==> src/rtl/simeck_pkg.sv <==
// rtl/simeck_pkg.sv - Simeck key-schedule shared types and word helpers
package simeck_pkg;

   typedef enum logic {IDLE = 1'b0, RUN = 1'b1} state_t;

   localparam logic LFSR_INIT_BIT = 1'b1;

   // Rotations operate on the low w bits of a 64-bit carrier; bits at and above w read as 0.
   function automatic logic [63:0] rol(input logic [63:0] x, input int s, input int w);
      logic [63:0] r;
      r = '0;
      for (int i = 0; i < 64; i++) begin
         if (i < w) r[i] = x[6'((i + w - s) % w)];
      end
      return r;
   endfunction

   function automatic logic [63:0] f(input logic [63:0] x, input int w);
      return (x & rol(x, 5, w)) ^ rol(x, 1, w);
   endfunction

   function automatic logic [63:0] const_base(input int w);
      logic [63:0] c;
      c = '0;
      for (int i = 2; i < 64; i++) begin
         if (i < w) c[i] = 1'b1;
      end
      return c;
   endfunction

endpackage

==> src/rtl/simeck_zseq.sv <==
// rtl/simeck_zseq.sv - z-sequence LFSR feeding the round-constant LSB
module simeck_zseq
   import simeck_pkg::*;
#(
   parameter int LFSRW   = 5,
   parameter int LFSRTAP = 2
) (
   input  logic clk,
   input  logic rst,
   input  logic i_load,
   input  logic i_adv,
   output logic o_z
);

   logic [LFSRW-1:0] r_lfsr;

   always_ff @(posedge clk) begin
      if (rst || i_load) begin
         r_lfsr <= {LFSRW{LFSR_INIT_BIT}};
      end else if (i_adv) begin
         r_lfsr <= {r_lfsr[0] ^ r_lfsr[LFSRTAP], r_lfsr[LFSRW-1:1]};
      end
   end

   assign o_z = r_lfsr[0];

endmodule

==> src/rtl/simeck_key_schedule.sv <==
// rtl/simeck_key_schedule.sv - iterative Simeck round-key generator; SIMECK_KS_REWIND_EN adds rewind
module simeck_key_schedule
   import simeck_pkg::*;
#(
   parameter int DATAW   = 16,
   parameter int ROUNDS  = 32,
   parameter int LFSRW   = 5,
   parameter int LFSRTAP = 2,
   localparam int IDXW   = $clog2(ROUNDS)
) (
   input  logic               clk,
   input  logic               rst,
   input  logic [4*DATAW-1:0] key_in,
   input  logic               key_valid,
   output logic               key_ready,
   output logic [DATAW-1:0]   rk,
   output logic [IDXW-1:0]    rk_idx,
   output logic               rk_valid,
   output logic               rk_last,
   input  logic               rk_ready
`ifdef SIMECK_KS_REWIND_EN
   ,
   input  logic               rewind
`endif
);

   localparam logic [IDXW-1:0] LAST_IDX = IDXW'(ROUNDS - 1);

   state_t             r_state;
   logic [DATAW-1:0]   r_t [4];
   logic [IDXW-1:0]    r_cnt;

   logic               w_accept;
   logic               w_load;
   logic [4*DATAW-1:0] w_load_key;
   logic               w_hs;
   logic               w_last;
   logic               w_adv;
   logic               w_z;
   logic [DATAW-1:0]   w_f;
   logic [DATAW-1:0]   w_const;
   logic [DATAW-1:0]   w_t3_next;

   assign w_accept = (r_state == IDLE) && key_valid;

`ifdef SIMECK_KS_REWIND_EN
   logic [4*DATAW-1:0] r_shadow;

   always_ff @(posedge clk) begin
      if (rst) begin
         r_shadow <= '0;
      end else if (w_accept) begin
         r_shadow <= key_in;
      end
   end

   // A fresh key beats rewind in IDLE; in RUN rewind always restarts from k0.
   assign w_load     = w_accept || rewind;
   assign w_load_key = w_accept ? key_in : r_shadow;
`else
   assign w_load     = w_accept;
   assign w_load_key = key_in;
`endif

   assign w_hs      = (r_state == RUN) && rk_ready;
   assign w_last    = (r_cnt == LAST_IDX);
   assign w_adv     = w_hs && !w_last && !w_load;
   assign w_f       = DATAW'(f(64'(r_t[1]), DATAW));
   assign w_const   = DATAW'(const_base(DATAW));
   assign w_t3_next = r_t[0] ^ w_f ^ {w_const[DATAW-1:1], w_z};

   simeck_zseq #(
      .LFSRW   (LFSRW),
      .LFSRTAP (LFSRTAP)
   ) u_zseq (
      .clk    (clk),
      .rst    (rst),
      .i_load (w_load),
      .i_adv  (w_adv),
      .o_z    (w_z)
   );

   always_ff @(posedge clk) begin
      if (rst) begin
         r_state <= IDLE;
         r_cnt   <= '0;
         for (int i = 0; i < 4; i++) r_t[i] <= '0;
      end else if (w_load) begin
         r_state <= RUN;
         r_cnt   <= '0;
         for (int i = 0; i < 4; i++) r_t[i] <= w_load_key[i*DATAW +: DATAW];
      end else if (w_hs) begin
         if (w_last) begin
            r_state <= IDLE;
         end else begin
            r_t[0] <= r_t[1];
            r_t[1] <= r_t[2];
            r_t[2] <= r_t[3];
            r_t[3] <= w_t3_next;
            r_cnt  <= r_cnt + IDXW'(1);
         end
      end
   end

   assign key_ready = (r_state == IDLE);
   assign rk_valid  = (r_state == RUN);
   assign rk        = r_t[0];
   assign rk_idx    = r_cnt;
   assign rk_last   = (r_state == RUN) && w_last;

endmodule

==> config.mk <==
export PLATFORM = sky130hd
export DESIGN_NAME = simeck_key_schedule
export DESIGN_NICKNAME = d
export VERILOG_FILES = /design/src/rtl/simeck_pkg.sv /design/src/rtl/simeck_zseq.sv /design/src/rtl/simeck_key_schedule.sv
export SDC_FILE = /design/constraint.sdc
export NUM_CORES = 1
export LEC_CHECK = 0
export CORE_UTILIZATION = 50
export CTS_BUF_LIST = sky130_fd_sc_hd__clkbuf_8
export DETAILED_ROUTE_END_ITERATION = 10
export GPL_ROUTABILITY_DRIVEN = 0
export PLACE_DENSITY = 0.87
export SETUP_SLACK_MARGIN = 0.2
export SLEW_MARGIN = 40
export SYNTH_ARGS = -nofsm -noshare
export SYNTH_HDL_FRONTEND = slang
export SYNTH_SLANG_ARGS = --single-unit
==> constraint.sdc <==
create_clock -name clk -period 3.2 [get_ports clk]
set_input_delay 0.8 -clock clk [delete_from_list [all_inputs] [get_ports clk]]
set_output_delay 0.8 -clock clk [all_outputs]
set_load 0.01 [all_outputs]
After elaboration in Yosys (flattened, before gate mapping)

Memory sizes are Yosys's and may differ from the RTL's.
Cells that the tools add are included.

Add/subtract/negate cells: 1
Eq/ne operators: 1
Mux-type cells: 21
Bitwise gates (word level): 15
Reductions and logical operators: 13

Operators by type and width:

| kind                                        | number |
|---|---|
| two-way mux 16 bit                          | 8 |
| bitwise XOR 16 bit                          | 3 |
| AND 16 bit                                  | 1 |
| two-way mux 1 bit                           | 13 |
| bitwise OR 1 bit                            | 8 |
| adder 5 x 1 -> 5 bit, second input constant | 1 |
| equality test 5 bit, second input constant  | 1 |
| logical AND 1 bit                           | 5 |
| AND reduction 2 bit                         | 2 |
| nonzero test 2 bit                          | 2 |
| zero test 1 bit                             | 2 |
| NOT 1 bit                                   | 2 |
| OR reduction 2 bit                          | 1 |
| logical OR 1 bit                            | 1 |
| bitwise XOR 1 bit                           | 1 |

Register bits: 11
RAM bits: 64
Input bits: 68
Logic and storage cells: 55
Memories kept: 1

Memories:

| memory | words | bits a word | rd ports | clocked after Yosys merged registers in | wr ports | RTL line                  | source |
|---|---|---|---|---|---|---|---|
| r_t    | 4     | 16          | 4        | 0                                       | 4        | simeck_key_schedule.sv:30 | `logic [DATAW-1:0] r_t [4];` |

Longest topological paths before layout

Depth in word-level cells: 7
Gate-level depth with buffers: 8

By module

From an unflattened synthesis, not the netlist that was laid out.

Cell total of the unflattened synthesis: 242
Area, all modules: 3472.1 um^2

By module, submodules not included:

| module              | times used | cells an instance | area each (um^2) |
|---|---|---|---|
| simeck_key_schedule | 1          | 224               | 3274.4 |
| simeck_zseq         | 1          | 18                | 197.7 |

Worst setup path after synthesis

Ideal clock, no wire load.

Path kind: flip-flop to flip-flop
Start: reg r_cnt[0] (netlist: rk_idx[0])
End: mem r_t[0][0] (enable)
Library setup time: 0.558 ns
Arrival: 1.819 ns
Data required time: 2.642 ns
Slack: 0.822 ns
Stages on the path, launching flop included: 6
Clock period less this slack: 2.378 ns
Cells stage by stage: dfxtp_1 ha_1 and3_1 ha_1 nand3b_4 nand3b_1

RTL lines:

| what                     | RTL line                   | source |
|---|---|---|
| start: declaration       | simeck_key_schedule.sv:31  | `logic [IDXW-1:0] r_cnt;` |
| start signal: assignment | simeck_key_schedule.sv:100 | `r_cnt <= r_cnt + IDXW'(1);` |
| end: declaration         | simeck_key_schedule.sv:30  |  |

Worst setup path in the final report

Start: reg r_cnt[0] (netlist: rk_idx[0])
End: out rk_last

Word-level cells in the longest chain between the ends: 2

RTL lines:

| what                | RTL line                   | source |
|---|---|---|
| equality test 5 bit | simeck_key_schedule.sv:66  | `assign w_last = (r_cnt == LAST_IDX);` |
| logical AND 1 bit   | simeck_key_schedule.sv:109 | `assign rk_last = (r_state == RUN) && w_last;` |
| end: declaration    | simeck_key_schedule.sv:19  | `output logic rk_last,` |

Every way passes these cells.

==> metrics.cfg <==
[logic_synthesis]
yosysTopAreaCellShare_pct = 55.53
post_synth_fa_ha_maj_area_fraction_pct = 0.7231
ys.warnings.count = 0
synth_async_sr_flop_share_pct = 0
yosys.cell_types.count = 29
synth_xor_area_share_pct = 9.255
synth_area_per_cell_um2 = 14.73
synth.net_count = 305
netlist_instances = 235
synth-simple-area-share_pct = 5.640
synth_edf_count = 64
synth.area.top_cells = edfxtp_1 (56%), a22o_1 (16%), xnor2_1 (7.6%), dfxtp_1 (6.4%), buf_6 (3.3%)
synth_top_family_by_area = compound AO/OA/AOI/OAI gates
ys_seq_area_share_pct = 61.89
syn-cell-area_mm2 = 0.003461
synth_compound_area_share_pct = 18.47
synth_area_leader_cell = edfxtp_1
synth_flop_cell = edfxtp_1
muxShareOfSynthArea_pct = 0
yosys-top-cells-count = a22o_1 (64), edfxtp_1 (64), xnor2_1 (30)
synth_seq_cells = 75

[critical_path]
start_kind = register
crit_type = reg2out
cp.required_ns = 2.40
crit_fanout = 4
cp.arrival_ns = 2.00
critPathCaptureType = primary output

[timing]
fin_setup_tns_ns = 0
finalCriticalPeriod_ns = 2.803
finClkSkew_ns = 0.007004
slew_headroom_pct = 62.95
tightest_slew_ns = 0.5544
hold_viol_final = 0
rsz0062_at_grt = false
drv_slew = 0
hold-worst-slack_ns = 0.4786
setup_violations = 0
fin_crit_sh_pct = 87.59
fmax_mhz = 356.8

[floorplanning]
die_y_um = 85.20
rows = 29
start_util_pct = 52.99
die_w_um = 85.20
core_area_mm2 = 0.006531
ioPinCount = 92
die_area_mm2 = 0.007258

[worst_hold_path]
hold_path_class = reg2reg

[cts]
clk_pin_slew_ns = 0.07
ctsResizeCount = 0
insertion_delay_ns = 0.35
hold_buffers = 0
cts_root_buffer = clkbuf_8
cts_sinks = 75
cts_tree = yes
cts_max_level = 3
cts_max_path_buffers = 2
post_cts.repair.setup_buffers = 0
numCtsBuffers = 9

[global_routing]
antenna_found_initial = 0
grt_overflow = 0
grt.met2_usage_pct = 37.90
grtUsageMet1_pct = 31.45
grt_use_total_pct = 23.55
grt_pass1_wl_mm = 12.48
first_global_vias = 2388
busiest_layer = met2
global_route.usage.met3_pct = 6.031
grt_start_max_net_pins = 45

[placement]
port_buffers = 91
placed_area_mm2 = 0.004398
placedCellCount = 396
hpwl_mm = 5.515

[power]
power_mw = 2.346
power_density_mw_per_mm2 = 509.2
irDropWorstVdd_uv = 256.5
switching_share_pct = 23.58
internal_power_mw = 1.793
p_comb_share_pct = 14.6
clkPwrFrac_pct = 33.3
seqPwrFrac_pct = 52.1
p_leak_nw = 1.701
switchingPower_uw = 553.0

[layout]
post-route-cell-area_mm2 = 0.004607
diodes = 0
layout.cells.non_filler = 412
area_delta_synth_final_pct = 33.12
drive_gt1_share_pct = 7.463
layout.nets = 400

[drt]
drc = 0
drtIter0Drc = 165
wl_mm = 8.011
wl_per_cell_um = 19.44
vias = 2374
ant_nets = 0
dr.pass1.iters = 4
viasPerCell = 5.762

[job]
drv_cap = 0

[run_status]
status = finished clean

stage by stage:
step / setup WS, ns / util (%)
4_1_cts: 0.3721 / 70.54
5_1_grt: 0.2881 / 70.54
2_1_floorplan: 0.8223 / -
3_5_place_dp: 0.4439 / 67.34
6_report: 0.3970 / 70.54
3_3_place_gp: 0.5191 / 67.34
final timing paths:
path | from | depth (start not counted) | slack [ns] | endpoint
setup / recovery | rk_idx[0] | 5 | 0.40 | rk_last
hold / removal | rk_idx[4] | 2 | 0.48 | rk_idx[4]
setup reg to reg | rk_idx[0] | 6 | 1.10 | r_t[1][11]
hold reg to reg | rk_idx[4] | 2 | 0.48 | rk_idx[4]
state kept, by name, summed over array words and instances (netlist names):
signal and cells:
r_t 64, rk_idx 5, u_zseq.r_lfsr 5, rk_valid 1
power by group through the flow:
| stage | Clock, mW | Combinational, mW | Sequential, mW |
|---|---|---|---|
| 2_1_floorplan | 0 | 0.174 | 1.23 |
| 4_1_cts | 0.789 | 0.344 | 1.22 |
| 3_3_place_gp | 0 | 0.333 | 1.24 |
| 6_report | 0.782 | 0.342 | 1.22 |
| 5_1_grt | 0.830 | 0.368 | 1.23 |
| 3_5_place_dp | 0 | 0.342 | 1.24 |
placed cells by master (no fill, tap or decap), types with 2 or more instances in the layout:
master           synthesis  routed
inv_1                    3       5
edfxtp_1                64      64
nand2_1                 16      16
o22a_1                   4       4
clkdlybuf4s50_1          0      91
nor2_1                   3       3
ha_1                     2       2
xnor2_1                 30      30
nor2_4                   2       2
clkinv_2                 0       2
buf_4                    0       5
nand3b_1                 3       3
xor2_1                   4       4
a22o_1                  64      64
clkbuf_8                 0       9
bufinv_16                0       2
dfxtp_1                 11      11
o2bb2ai_1                2       2
worst max-delay path, cell delays in order (launching register included):
cell and delay, ns:
dfxtp_1 0.41, ha_1 0.20, and3_1 0.16, ha_1 0.18, and2_1 0.17, clkdlybuf4s50_1 0.54
cell type report:
cell class                 instances  area, um^2
sequential                        75        2142
fill                             465        1924
multi-input combinational        144        1180
timing repair buffer              97       968.4
clock buffer                       9       123.9
tap                               77       96.34
clock inverter                     7       85.08
inverter                           3       11.26
metal layers:
| layer | vias to the layer above | part of all wire, % |
|---|---|---|
| li1 | 1108 | - |
| met1 | 1152 | 42 |
| met2 | 106 | 49 |
| met3 | 8 | 8.0 |
| met4 | 0 | 1.0 |
| met5 | - | 0 |
cell families (layout without fill, tap and decap cells):
family / count (synthesis) / after routing
compound gates: 74 / 74
simple gates: 33 / 33
xor+xnor: 35 / 35
buf+inv: 16 / 116
flops: 75 / 75
fa+ha+maj: 2 / 2
Note: power is estimated with default switching activity, not from simulation.
==> patch (same flow settings) <==
`LFSRW` is set to 5 in 2 places; all go to 6.
--- a/src/rtl/simeck_zseq.sv
+++ b/src/rtl/simeck_zseq.sv
@@ -2,7 +2,7 @@
 module simeck_zseq
    import simeck_pkg::*;
 #(
-   parameter int LFSRW   = 5,
+   parameter int LFSRW   = 6,
    parameter int LFSRTAP = 2
 ) (
    input  logic clk,
--- a/src/rtl/simeck_key_schedule.sv
+++ b/src/rtl/simeck_key_schedule.sv
@@ -4,7 +4,7 @@
 #(
    parameter int DATAW   = 16,
    parameter int ROUNDS  = 32,
-   parameter int LFSRW   = 5,
+   parameter int LFSRW   = 6,
    parameter int LFSRTAP = 2,
    localparam int IDXW   = $clog2(ROUNDS)
 ) (
Check against the original RTL: same outputs for any inputs over 4 cycles, from zero or initial values and one cycle with rst high; that may be too few to reach the edited logic, so the function may still have changed.
==> patch against the unedited design <==
- total power shrank 0.16%
- routed wire length grew 0.70%
- clock power shrank 2%
- worst setup slack lost 0.0073 ns
- highest routed layer unchanged
- register-to-register slack lost 0.09 ns
- area after synthesis grew 0.94%
- final area grew 1.0%
- sequential share of layout area is essentially flat
- sequential cell count grew 1
==> patch: results (changes against the unedited design) <==
Post-Synth Adder-Cell Area 0.716% (-0.0067 points); number of non-clock buffers 96 (-1.0%); DR iter-0 viols 116 (-30%); Synth Area in XOR/XNOR 9.17% (-0.086 points); Post-Syn Area per Cell 14.7 um2 (about the same); Worst slew margin 56.1% (-6.9 points); largest net degree at the start of global routing 68 (+51%); Final non-clock buffer share 21.1% (+0.054 points); post-synth net total 307 (+0.66%); arrival time of the worst setup path 2.01 ns; met3 WL 538 um (-16%); Layout clock area frac 4.46% (-0.073 points); Hold Path Depth 1 (-1); met3 global-route usage 4.81% (-1.2 points); DP Worst Slack 0.296 ns (-0.148 ns); fraction of layout cells with a size suffix above 1 7.74% (+0.28 points); Peak VDD IR 0.000268 V (+4.3%); average wire per standard cell 19.4 um (-0.27%); Storage cell area 2160 um2 (+0.93%); Post-DP Area 4420 um2 (+0.48%); first-pass GRT wire length 12400 um (-0.78%); status finished clean; filler instances 500 (+7.5%); Final Util 68.9% (-1.6 points); fraction of area in multi-input gates 25.6% (about the same); Multi-input comb cells 145 (+0.69%); vias in the first global route 2486 (+4.1%); Die X 85.6 um (+0.46%); worst clock skew 0.00851 ns (+0.00150 ns); main area contributors after synthesis edfxtp_1 (55%), a22o_1 (16%), xnor2_1 (7.5%); register area share after synthesis 61.9% (about the same); Placed Cells 399 (+0.76%); DR vias 2401 (+1.1%); routed wl met2 4060 um (+2.4%); number of port buffers 91 (unchanged); GRT Overall Usage 22.6% (-0.97 points); Netlist cell types 30 (+3.4%); CTS clk-pin slew, worst paths 0.08 ns; Post-synth top cells a22o_1 (64), edfxtp_1 (64), xnor2_1 (30); Skew-Pair Late Insertion Delay 0.33 ns (-0.02 ns); HPWL Detailed 5480 um (-0.69%); P_leak 1.72 nW (+0.90%); compound-cell area share of the yosys netlist 18.6% (+0.079 points); final sequential cell count 76 (+1.3%); DRT met1 WL 3390 um (+1.9%); met1 usage 28.9% (-2.6 points); Final Instance Count excl. Fillers 416 (+0.97%)
patch: changes by cell type after synthesis:
cell      delta
dfxtp_1      +1
nand3b_1     -1
nand3b_2     +1
o22a_1       +1
patch: path summary, 6_finish.rpt:
| check | end | start | slack (ns) |
|---|---|---|---|
| hold / removal | u_zseq.r_lfsr[4]$_SDFFE_PP1N_ | u_zseq.r_lfsr[4]$_SDFFE_PP1N_ | 0.49 |
| setup / recovery | rk_last | rk_idx[0]$_SDFFE_PP0N_ | 0.39 |
| setup reg to reg | u_zseq.r_lfsr[0]$_SDFFE_PP1N_ | rk_idx[0]$_SDFFE_PP0N_ | 1.01 |
| hold reg to reg | u_zseq.r_lfsr[4]$_SDFFE_PP1N_ | u_zseq.r_lfsr[4]$_SDFFE_PP1N_ | 0.49 |
patch: where the power goes:
group / total (W) / switching, W / internal, W
clock: 0.000766 / 0.000335 / 0.000431
sequential: 0.00123 / 0.0000629 / 0.00117
combinational: 0.000344 / 0.000138 / 0.000207
